## config.mk

```make
export PLATFORM = sky130hd
export DESIGN_NAME = regfile_mp
export DESIGN_NICKNAME = d
export VERILOG_FILES = /design/src/rtl/regfile_mp_pkg.sv /design/src/rtl/regfile_scoreboard.sv /design/src/rtl/regfile_mp.sv
export SDC_FILE = /design/constraint.sdc
export NUM_CORES = 2
export LEC_CHECK = 0
export ABC_AREA = 1
export ABC_CLOCK_PERIOD_IN_PS = 4600
export BUFFER_PORTS_ARGS = -buffer_cell sky130_fd_sc_hd__buf_4
export CORE_ASPECT_RATIO = 1.2
export CORE_MARGIN = 2
export CORE_UTILIZATION = 40
export DETAILED_ROUTE_END_ITERATION = 12
export PLACE_DENSITY_LB_ADDON = 0.05
export SETUP_SLACK_MARGIN = 0.1
export SLEW_MARGIN = 20
export SYNTH_ARGS = -nofsm -noshare
export SYNTH_HDL_FRONTEND = slang
export SYNTH_SLANG_ARGS = --single-unit
```

## constraint.sdc

```tcl
create_clock -name clk -period 4.6 [get_ports clk]
set_clock_uncertainty 0.2 [all_clocks]
set_input_delay 0.23 -clock clk [delete_from_list [all_inputs] [get_ports clk]]
set_output_delay 0.23 -clock clk [all_outputs]
set_load 0.005 [all_outputs]
```

## src/rtl/regfile_mp_pkg.sv

```systemverilog
// regfile_mp_pkg: shared defaults and the dual-write byte merge rule
package regfile_mp_pkg;
  localparam int DATA_W_DEF = 32;
  localparam int ADDR_W_DEF = 5;
  localparam int NRD_DEF    = 2;
  function automatic logic [7:0] merge_byte(input logic [7:0] old_b, input logic [7:0] d0,
                                            input logic [7:0] d1, input logic be0, input logic be1);
    return be1 ? d1 : be0 ? d0 : old_b;
  endfunction
endpackage

```

## src/rtl/regfile_scoreboard.sv

```systemverilog
// regfile_scoreboard: per-register busy bits, set by reservations and cleared by writes
module regfile_scoreboard
  import regfile_mp_pkg::*;
#(
  parameter int ADDR_W   = ADDR_W_DEF,
  parameter int NRD      = NRD_DEF,
  parameter bit BYPASS   = 1'b1,
  parameter bit ZERO_REG = 1'b1
) (
  input  logic                  clk,
  input  logic                  rst,
  input  logic                  wr0_en,
  input  logic [ADDR_W-1:0]     wr0_addr,
  input  logic                  wr1_en,
  input  logic [ADDR_W-1:0]     wr1_addr,
  input  logic                  busy_set_en,
  input  logic [ADDR_W-1:0]     busy_set_addr,
  input  logic [NRD*ADDR_W-1:0] rd_addr,
  output logic [NRD-1:0]        rd_busy,
  output logic [2**ADDR_W-1:0]  busy_vec
);
  localparam int DEPTH = 2**ADDR_W;
  logic [DEPTH-1:0] set_v, clr_v;
  always_comb begin
    set_v = '0;
    clr_v = '0;
    set_v[busy_set_addr] = busy_set_en;
    clr_v[wr0_addr] = wr0_en;
    clr_v[wr1_addr] = clr_v[wr1_addr] | wr1_en;
    if (ZERO_REG) set_v[0] = 1'b0;
  end
  // a new reservation beats a same-cycle clear
  always_ff @(posedge clk or negedge rst)
    if (!rst) busy_vec <= '0;
    else busy_vec <= set_v | (busy_vec & ~clr_v);
  always_comb
    for (int i = 0; i < NRD; i++)
      rd_busy[i] = busy_vec[rd_addr[i*ADDR_W +: ADDR_W]] &&
                   !(BYPASS && clr_v[rd_addr[i*ADDR_W +: ADDR_W]] && !set_v[rd_addr[i*ADDR_W +: ADDR_W]]);
endmodule

```

## src/rtl/regfile_mp.sv

```systemverilog
// regfile_mp: multi-read, dual-write register file with byte enables, forwarding and busy scoreboard
module regfile_mp
  import regfile_mp_pkg::*;
#(
  parameter int DATA_W   = DATA_W_DEF,
  parameter int ADDR_W   = ADDR_W_DEF,
  parameter int NRD      = NRD_DEF,
  parameter bit BYPASS   = 1'b1,
  parameter bit ZERO_REG = 1'b1
) (
  input  logic                  clk,
  input  logic                  rst,
  input  logic [NRD*ADDR_W-1:0] rd_addr,
  output logic [NRD*DATA_W-1:0] rd_data,
  output logic [NRD-1:0]        rd_busy,
  input  logic                  wr0_en,
  input  logic                  wr1_en,
  input  logic [ADDR_W-1:0]     wr0_addr,
  input  logic [ADDR_W-1:0]     wr1_addr,
  input  logic [DATA_W-1:0]     wr0_data,
  input  logic [DATA_W-1:0]     wr1_data,
  input  logic [DATA_W/8-1:0]   wr0_be,
  input  logic [DATA_W/8-1:0]   wr1_be,
  input  logic                  busy_set_en,
  input  logic [ADDR_W-1:0]     busy_set_addr,
  output logic [2**ADDR_W-1:0]  busy_vec
);
  localparam int DEPTH = 2**ADDR_W;
  localparam int NB    = DATA_W/8;
  logic [DATA_W-1:0] mem [DEPTH];
  logic [DATA_W-1:0] nxt [DEPTH];
  logic [DEPTH-1:0]  hit0, hit1;
  // hits are gated by reset and the zero register so nxt doubles as the forwarded value
  always_comb
    for (int n = 0; n < DEPTH; n++) begin
      hit0[n] = rst && wr0_en && wr0_addr == ADDR_W'(n) && !(ZERO_REG && n == 0);
      hit1[n] = rst && wr1_en && wr1_addr == ADDR_W'(n) && !(ZERO_REG && n == 0);
      for (int b = 0; b < NB; b++)
        nxt[n][b*8 +: 8] = merge_byte(mem[n][b*8 +: 8], wr0_data[b*8 +: 8], wr1_data[b*8 +: 8],
                                      hit0[n] && wr0_be[b], hit1[n] && wr1_be[b]);
    end
  always_ff @(posedge clk or negedge rst)
    if (!rst) for (int n = 0; n < DEPTH; n++) mem[n] <= '0;
    else for (int n = 0; n < DEPTH; n++) mem[n] <= nxt[n];
  always_comb
    for (int i = 0; i < NRD; i++)
      rd_data[i*DATA_W +: DATA_W] = BYPASS ? nxt[rd_addr[i*ADDR_W +: ADDR_W]] : mem[rd_addr[i*ADDR_W +: ADDR_W]];
  regfile_scoreboard #(.ADDR_W(ADDR_W), .NRD(NRD), .BYPASS(BYPASS), .ZERO_REG(ZERO_REG)) u_sb (
    .clk(clk), .rst(rst),
    .wr0_en(wr0_en), .wr0_addr(wr0_addr), .wr1_en(wr1_en), .wr1_addr(wr1_addr),
    .busy_set_en(busy_set_en), .busy_set_addr(busy_set_addr),
    .rd_addr(rd_addr), .rd_busy(rd_busy), .busy_vec(busy_vec)
  );
endmodule

```

==> impl_metrics.py <==
metrics = {
    "status": {
        "status": "finished clean",
    },
    "grt": {
        "gr-total-overflow": 0,
        "antenna_found_initial": 17,
        "grt_start_max_net_pins": 160,
        "grt_pass1_vias": 71431,
        "grtUsageTotal_pct": 44.3,
        "grt_pass1_wl_mm": 542,
    },
    "cells_and_area": {
        "register_area_um2": 25600,
        "layout.cells.non_filler": 11844,
        "multiInputGateArea_um2": 35400,
        "fillers": 16673,
        "drive_gt1_share_pct": 11.4,
        "fin_nets": 9696,
        "finish.instance_area_um2": 76700,
        "area_delta_synth_final_pct": 16.1,
    },
    "timing": {
        "timing.final.max_slew_violations": 0,
        "rsz0062_at_grt": "true",
        "timing.fmax_mhz": 220,
        "final.setup.tns_ps": 0,
        "finalCriticalPeriod_ps": 4540,
        "max_slew_margin_pct": 23.1,
        "hold_viol_final": 0,
        "finalCritPeriodShare_pct": 98.7,
        "setup_viol": 0,
        "worst_pin_slew_ps": 1150,
        "finalWorstSetupSlack_ps": 62.0,
    },
    "floorplanning": {
        "die_w_um": 375,
        "core_um2": 164000,
        "io_pins": 200,
        "initial_core_util_pct": 40.2,
        "die_height_um": 449,
        "dieArea_um2": 168000,
        "num_rows": 163,
    },
    "detailed_routing": {
        "drt_first_pass_iters": 7,
        "ant_nets": 0,
        "vias_per_cell": 6.53,
        "first_iter_violations": 11302,
        "drt-total-wl_mm": 384,
        "drt-wirelength-per-cell_um": 32.4,
        "num_vias": 77345,
        "post-route-drc-count": 0,
    },
    "worst_setup_path": {
        "reg2reg_slack_ps": 2870,
        "worstRegToRegCells": 3,
        "timing.rr.end": "mem[813]",
        "critPathLaunch": "rst",
        "cp_data_arrival_time_ps": 4110,
        "worstPathRequired_ps": 4170,
        "crit_type": "primary input to primary output",
        "startpoint_type": "primary input",
        "end_kind": "primary output",
        "worstReg2RegStart": "mem[813]",
        "crit_fanout": 37,
        "crit_end": "rd_data[60]",
    },
    "synthesis": {
        "yosys_warnings": 0,
        "synth_area_leader_cell": "dfrtp_1",
        "ys_types": 52,
        "ys_top_cells_by_area": "dfrtp_1, nand2_1, o21ai_0",
        "syn_inst": 9472,
        "syn-cell-area_um2": 66000,
        "ys_ff_latch": 1024,
        "ys_seq_area_share_pct": 38.8,
        "synth_top_area_share_pct": 38.8,
        "syn-num-nets": 9574,
        "avgSynthCellArea_um2": 6.97,
    },
    "cts": {
        "insertion_delay_ps": 800,
        "h-tree-depth": 3,
        "clock_path_buffers": 3,
        "cts_root_buf": "clkbuf_16",
        "numCtsBuffers": 119,
        "post_cts_buffers": 0,
        "clk_pin_slew_ps": 60,
        "cts_tree": "built",
        "cts.sinks": 1024,
    },
    "placement": {
        "dpl.hpwl_mm": 247,
        "dp_slack_ps": 118,
        "gp_congestion": 0.997,
        "place_inst": 11497,
        "portBuffers": 199,
        "dpl_cell_area_um2": 71300,
    },
    "pwr": {
        "power.total_uw": 28600,
        "vdd_ir_drop_max_mv": 0.338,
        "cellPowerDensity_nw_per_um2": 373,
        "leakage_uw": 0.0319,
    },
    "worst_hold_path": {
        "worstHoldPathType": "primary input to flop",
        "hp-start": "wr1_addr[3]",
    },
    "flow_run": {
        "maxCapViolCount": 0,
    },
}
[power breakdown]
group / internal [µW] / switching [µW] / total (µW) / leakage [µW]
registers: 10500 / 549 / 11100 / 0.0134
logic: 2290 / 5150 / 7440 / 0.0165
clock network: 5690 / 4360 / 10000 / 0.00196
total: 18500 / 10100 / 28600 / 0.0319
[synthesized netlist by cell type (all sizes together)]
| cell type | n |
|---|---|
| or2 | 6 |
| a22o | 4 |
| a221oi | 48 |
| inv | 463 |
| o21bai | 12 |
| nand2 | 2207 |
| o2111ai | 93 |
| o2bb2ai | 1 |
| o221ai | 100 |
| nand4 | 114 |
| nor4 | 2 |
| a22oi | 1 |
| o311ai | 5 |
| xnor2 | 1 |
| dfrtp | 1024 |
| a32oi | 6 |
| o22ai | 452 |
| nor3 | 15 |
| clkinv | 13 |
| nand3 | 459 |
| o21ai | 1846 |
| clkbuf | 600 |
| o21a | 11 |
| o31ai | 1 |
| and3 | 2 |
| o211ai | 390 |
| nor2 | 886 |
| xor2 | 3 |
| a21oi | 365 |
| a21bo | 1 |
| a31oi | 97 |
| buf | 239 |
| a32o | 5 |
[worst max-delay path, cell delays in order]
cell,delay [ps]
buf_8,110
dlygate4sd3_1,600
nand2_2,160
inv_2,290
buf_12,310
nand3_1,420
o211ai_1,250
o21ai_0,170
inv_1,120
o221ai_1,110
o21ai_1,390
nand2_1,110
a21oi_1,390
a31oi_1,160
buf_4,210
[layer usage]
layer	track usage (%)	part of all wire (%)	vias to the layer above
met2	65.1	42	5486
met5	0.515	0.066	-
met4	32.6	8.7	22
met1	56.0	38	37039
met3	11.4	11	1405
li1	-	-	33393
[registers in the layout, indices dropped and copies added (netlist names)]
signal / flops
mem: 992
u_sb.busy_vec: 32
[final cells by class]
| class | instances | area share [%] |
|---|---|---|
| clock buffers | 178 | 4.63 |
| clock inverters | 38 | 0.560 |
| inverters | 476 | 2.37 |
| repair buffers | 840 | 9.35 |
| flip-flops and latches | 1024 | 33.4 |
| multi-input cells | 7133 | 46.1 |
| diodes | 10 | 0.0326 |
| well taps | 2145 | 3.50 |
[through the flow]
| stage | hold slack (ps) | utilization, % |
|---|---|---|
| floorplan | -266 | - |
| global placement | 104 | 43.4 |
| detailed placement | 108 | 43.4 |
| CTS | 2.27 | 46.6 |
| global route | 55.8 | 46.7 |
| finish | 56.1 | 46.7 |
[layout by cell type (no fill, tap or decap), types with 99 or more instances in the layout]
cell type      netlist  routed
a21oi_1            363     361
buf_4               12     673
clkbuf_16            0     121
dfrtp_1           1024    1024
dlygate4sd3_1        0     117
inv_1              431     421
nand2_1           2196    2188
nand3_1            441     438
nand4_1            114     114
nor2_1             823     816
o211ai_1           390     390
o21ai_0           1436    1433
o21ai_1            407     410
o221ai_1           100      99
o22ai_1            440     440
[cells by family (layout without fill, tap and decap cells)]
logic type             Yosys count  count (layout)  share of synthesized area, %
AO/OA/AOI/OAI                 3438            3438                          30.3
XOR/XNOR                         4               4                        0.0531
buffers and inverters         1315            1532                          7.82
flip-flops                    1024            1024                          38.8
other                            0              10                             0
AND/OR/NAND/NOR               3691            3691                          23.0
[what timing repair did]
action	in CTS	in global routing
gates resized for setup	1	29
pin swaps	0	0
endpoints found under the setup margin	1	30
hold buffers	120	1
endpoints found under the hold margin	818	20
[worst min path at each step]
| stage | end | cells after the start |
|---|---|---|
| detailed placement | mem[619] | 2 |
| floorplan | mem[0] | 0 |
| global placement | mem[619] | 2 |
| CTS | mem[692] | 3 |
| global route | mem[756] | 3 |
| finish | u_sb.busy_vec[19] | 8 |
Note: power is estimated with default switching activity, not from simulation.
